--- src/rtl/if_fetch_unit.sv ---
// Instruction-fetch stage: owns the PC, drives a req/ack instruction memory and
// presents fetched words (or NOP bubbles) to the IF/ID register.
module if_fetch_unit #(
    parameter logic [31:0] RESET_PC = 32'h0000_0000,
    parameter logic [31:0] PC_STEP  = 32'd4,
    parameter logic [31:0] NOP_WORD = 32'h0000_0000
) (
    input  logic        clk,
    input  logic        rst,
    input  logic        hazard_stall,
    input  logic        branch_taken,
    input  logic [31:0] branch_addr,
    output logic        mem_req,
    output logic [31:0] mem_addr,
    input  logic        mem_ack,
    input  logic [31:0] mem_rdata,
    output logic [31:0] pc_out,
    output logic [31:0] instruction_out,
    output logic        fetch_freeze,
    output logic        fetch_flush
);

    typedef enum logic [1:0] {
        S_REQ   = 2'd0,
        S_VALID = 2'd1,
        S_DROP  = 2'd2
    } state_t;

    state_t      state_q, state_d;
    logic [31:0] pc_q, pc_d;
    logic [31:0] instr_buf_q, instr_buf_d;
    logic [31:0] redir_addr_q, redir_addr_d;

    always_ff @(posedge clk or posedge rst) begin
        if (rst) begin
            state_q      <= S_REQ;
            pc_q         <= RESET_PC;
            instr_buf_q  <= '0;
            redir_addr_q <= '0;
        end else begin
            state_q      <= state_d;
            pc_q         <= pc_d;
            instr_buf_q  <= instr_buf_d;
            redir_addr_q <= redir_addr_d;
        end
    end

    always_comb begin
        state_d      = state_q;
        pc_d         = pc_q;
        instr_buf_d  = instr_buf_q;
        redir_addr_d = redir_addr_q;
        case (state_q)
            S_REQ: begin
                if (branch_taken) begin
                    // A redirect mid-request parks the target until the
                    // outstanding response has been consumed.
                    if (mem_ack) begin
                        pc_d = branch_addr;
                    end else begin
                        redir_addr_d = branch_addr;
                        state_d      = S_DROP;
                    end
                end else if (mem_ack) begin
                    instr_buf_d = mem_rdata;
                    state_d     = S_VALID;
                end
            end
            S_VALID: begin
                if (branch_taken) begin
                    pc_d    = branch_addr;
                    state_d = S_REQ;
                end else if (!hazard_stall) begin
                    pc_d    = pc_q + PC_STEP;
                    state_d = S_REQ;
                end
            end
            S_DROP: begin
                if (mem_ack) begin
                    pc_d    = branch_taken ? branch_addr : redir_addr_q;
                    state_d = S_REQ;
                end else if (branch_taken) begin
                    redir_addr_d = branch_addr;
                end
            end
            default: state_d = S_REQ;
        endcase
    end

    always_comb begin
        mem_req         = 1'b0;
        mem_addr        = '0;
        pc_out          = '0;
        instruction_out = '0;
        fetch_freeze    = 1'b0;
        fetch_flush     = 1'b0;
        if (!rst) begin
            mem_addr        = pc_q;
            instruction_out = NOP_WORD;
            fetch_freeze    = hazard_stall;
            fetch_flush     = branch_taken;
            case (state_q)
                S_REQ, S_DROP: mem_req = 1'b1;
                S_VALID: begin
                    instruction_out = instr_buf_q;
                    pc_out          = pc_q + PC_STEP;
                end
                default: mem_req = 1'b0;
            endcase
        end
    end

endmodule
--- config.mk ---
export PLATFORM = sky130hd
export DESIGN_NAME = if_fetch_unit
export DESIGN_NICKNAME = d
export VERILOG_FILES = /design/src/rtl/if_fetch_unit.sv
export SDC_FILE = /design/constraint.sdc
export NUM_CORES = 1
export LEC_CHECK = 0
export BUFFER_PORTS_ARGS = -buffer_cell sky130_fd_sc_hd__clkbuf_2
export CORE_MARGIN = 1.5
export CORE_UTILIZATION = 53
export DETAILED_ROUTE_END_ITERATION = 10
export GPL_ROUTABILITY_DRIVEN = 0
export PLACE_DENSITY = 0.81
export SLEW_MARGIN = 20
export SYNTH_ARGS = -nofsm -noshare
export SYNTH_HDL_FRONTEND = slang
export SYNTH_SLANG_ARGS = --single-unit
--- constraint.sdc ---
create_clock -name clk -period 6 [get_ports clk]
set_clock_uncertainty 0.15 [all_clocks]
set_input_delay 0.6 -clock clk [delete_from_list [all_inputs] [get_ports clk]]
set_output_delay 0.6 -clock clk [all_outputs]
set_load 0.01 [all_outputs]
==> flow_summary.toml <==
[outcome]
status = "finished, final reports clean"

[floorplan]
ios = 168
fp.dieW_um = 109.9
num_rows = 38
coreArea_um2 = 10980
die_h_um = 109.9
die-area_um2 = 12070
start_util = 0.5509

[cts]
cts_resized = 0
clk_pin_slew_ps = 70
cts_buffer_depth = 2
cts_sinks = 98
cts.htree.levels = 3
clock_latency_ps = 350
cts_tree = "done"
cts_buffers = 9
postCtsHoldBufs = 0
cts_setup_buffers = 0
cts-root-buf = "clkbuf_16"

[critical_path]
criticalPathCategory = "in2out"
crit_path_max_fanout = 81
end_kind = "output pin"
start_kind = "input pin"
crit_arrival_ps = 3210
crit_required_ps = 5250

[sta]
grt_setup_unrepaired = "no"
hold_viol_final = 0
setup_ws_ps = 2040
finalSetupViolations = 0
relSlewSlack = 0.3430
final.min_clock_period_ps = 3960
period_share = 0.6599
tightestPinTransition_ps = 981.2
slew_viol_final = 0
fmax_mhz = 252.5
tns_ps = 0

[yosys]
yosysWarnings = 0
synth_area_um2 = 6051
ys_seq_elements = 98
ys_types = 63
synth_top_area_share = 0.4053
synth_largest_area_cell = "dfrtp_1"
async_flop_share = 1.000
synth_edf_count = 0
ys.flop_type = "dfrtp_1"
synth_area_per_cell_um2 = 9.559
synthTopCellsByArea = "dfrtp_1, mux2_2, and3_1"
seq_area_frac_synth = 0.4053
netlist_instances = 633
synth_nets = 707

[layout]
multi_input_area_um2 = 3342
fillCellCount = 894
syn_to_final_growth_pct = 20.02
seqCellArea_um2 = 2452
final_nets = 844
final_core_util = 0.6612
design_area_um2 = 7262
diodes = 0
drive_gt1_frac = 0.3471

[placement]
dp_slack_ps = 1958
dp_hpwl_um = 11910
io_buffers = 167
postPlaceCellArea_um2 = 6923

[route]
post_drt_via_cell_ratio = 6.154
drtPass1Iterations = 5
wl_per_cell_um = 19.15
via_count = 5631
ant_nets = 0
drt-total-wl_um = 17520
drtIter0Drc = 463
remaining_drc_errors = 0

[worst_hold_path]
hp-class = "in2reg"

[global_routing]
grt.overflow.total = 0
grt_usage = 0.2970
grt.met1_usage = 0.3757
antenna_found_initial = 0
grt_util_met3 = 0.07528
grt_max_degree = 82
grt_pass1_wl_um = 27320
grt-busiest-layer = "met2"
gr-usage-met2 = 0.4858
grt_pass1_vias = 5470

[power_and_ir_drop]
p_per_area_nw_per_um2 = 524.1
peakVddDrop_uv = 295.4
p_leak_nw = 3.444
p_total_mw = 3.806

[run]
drv_cap = 0
## worst max-delay path, cell delays in order
cell	delay, ps
clkbuf_2	490
inv_4	810
nand2_1	790
nor2_1	310
clkbuf_2	170
## cell type report
class | count | share of cell area
multi-input cells | 472 | 0.4602
flip-flops and latches | 98 | 0.3377
repair buffers | 176 | 0.1244
clock buffers | 11 | 0.03480
well taps | 140 | 0.02412
clock inverters | 5 | 0.01172
inverters | 13 | 0.007064
## final timing paths
kind	slack, ps	start	cells past startpoint	endpoint
setup / recovery	2040	rst	5	pc_out[30]
setup reg to reg	2420	state_q[0]$_DFFE_PP0P_	8	pc_q[18]$_DFFE_PP0P_
max in group asynchronous	3590	rst	3	pc_q[27]$_DFFE_PP0P_
min in group asynchronous	900	rst	2	instr_buf_q[18]$_DFFE_PP0P_
hold reg to reg	350	instr_buf_q[11]$_DFFE_PP0P_	1	instr_buf_q[11]$_DFFE_PP0P_
hold / removal	330	mem_rdata[17]	2	instr_buf_q[17]$_DFFE_PP0P_
## report_power, final
part / leakage (nW) / switching, mW / internal [mW]
Combinational: 2.11 / 1.04 / 0.793
Sequential: 1.17 / 0.314 / 1.00
Clock: 0.162 / 0.264 / 0.391
## per-stage QoR
stage / std cells / hold WS, ps
after floorplan: 633 / 300.7
after global placement: 899 / 321.2
after detailed placement: 899 / 338.5
after CTS: 915 / 326.7
after global routing: 915 / 321.3
final: 915 / 333.1
## cell families (layout without fill, tap and decap cells)
group	after synthesis	in the layout	share of synthesized area
xor+xnor	28	28	0.04053
simple gates	228	228	0.2078
fa+ha+maj	5	5	0.01034
buf+inv	63	205	0.04260
flops	98	98	0.4053
mux	64	64	0.1189
compound gates	147	147	0.1745
## Yosys cell counts, drive strengths merged, types with 5 or more instances
library cell   n
mux2          63
nand4          6
nand2         41
inv           10
o21ai         49
xnor2         13
dfrtp         98
o2bb2ai        6
a22oi          6
ha             5
o211ai         5
a21oi         10
a32oi          6
a22o           9
nor2          62
nor2b         33
buf           14
nand3         17
nor3           5
xor2          15
a222oi         5
a221oi         8
and3          40
clkbuf        36
a31oi          7
nor4           8
## flip-flops by register name, indices dropped and copies added, names as in the netlist
name / count
instr_buf_q: 32
state_q: 2
redir_addr_q: 32
pc_q: 32
## cells in the final DEF (no fill, tap or decap), types with 4 or more instances in the layout
master | synthesis | final
dfrtp_1 | 98 | 98
o2bb2ai_1 | 6 | 6
inv_1 | 10 | 10
clkbuf_16 | 0 | 9
or3_1 | 4 | 4
ha_1 | 5 | 5
and3_1 | 40 | 40
nor4_1 | 4 | 4
a31oi_1 | 7 | 7
mux2_2 | 63 | 63
o211ai_1 | 5 | 5
and4_1 | 4 | 4
a32oi_1 | 6 | 6
xor2_1 | 15 | 15
a21oi_1 | 10 | 10
nor3_1 | 5 | 5
a222oi_1 | 5 | 5
a22o_1 | 9 | 9
nor2b_1 | 33 | 33
nand4_1 | 4 | 4
xnor2_1 | 13 | 13
a22oi_1 | 6 | 6
clkbuf_2 | 0 | 167
o22ai_1 | 4 | 4
nand2_1 | 41 | 41
nor2_1 | 62 | 62
a221oi_1 | 8 | 8
buf_4 | 2 | 9
nand3_1 | 17 | 17
o21ai_0 | 49 | 49
nor4_4 | 4 | 4
## metal layers
layer / vias to the layer above / share of wire
met5: - / 0
met4: 0 / 0.018
met3: 34 / 0.098
met2: 312 / 0.47
met1: 2704 / 0.41
li1: 2581 / -
No activity file was read; power rests on OpenSTA's default activity.
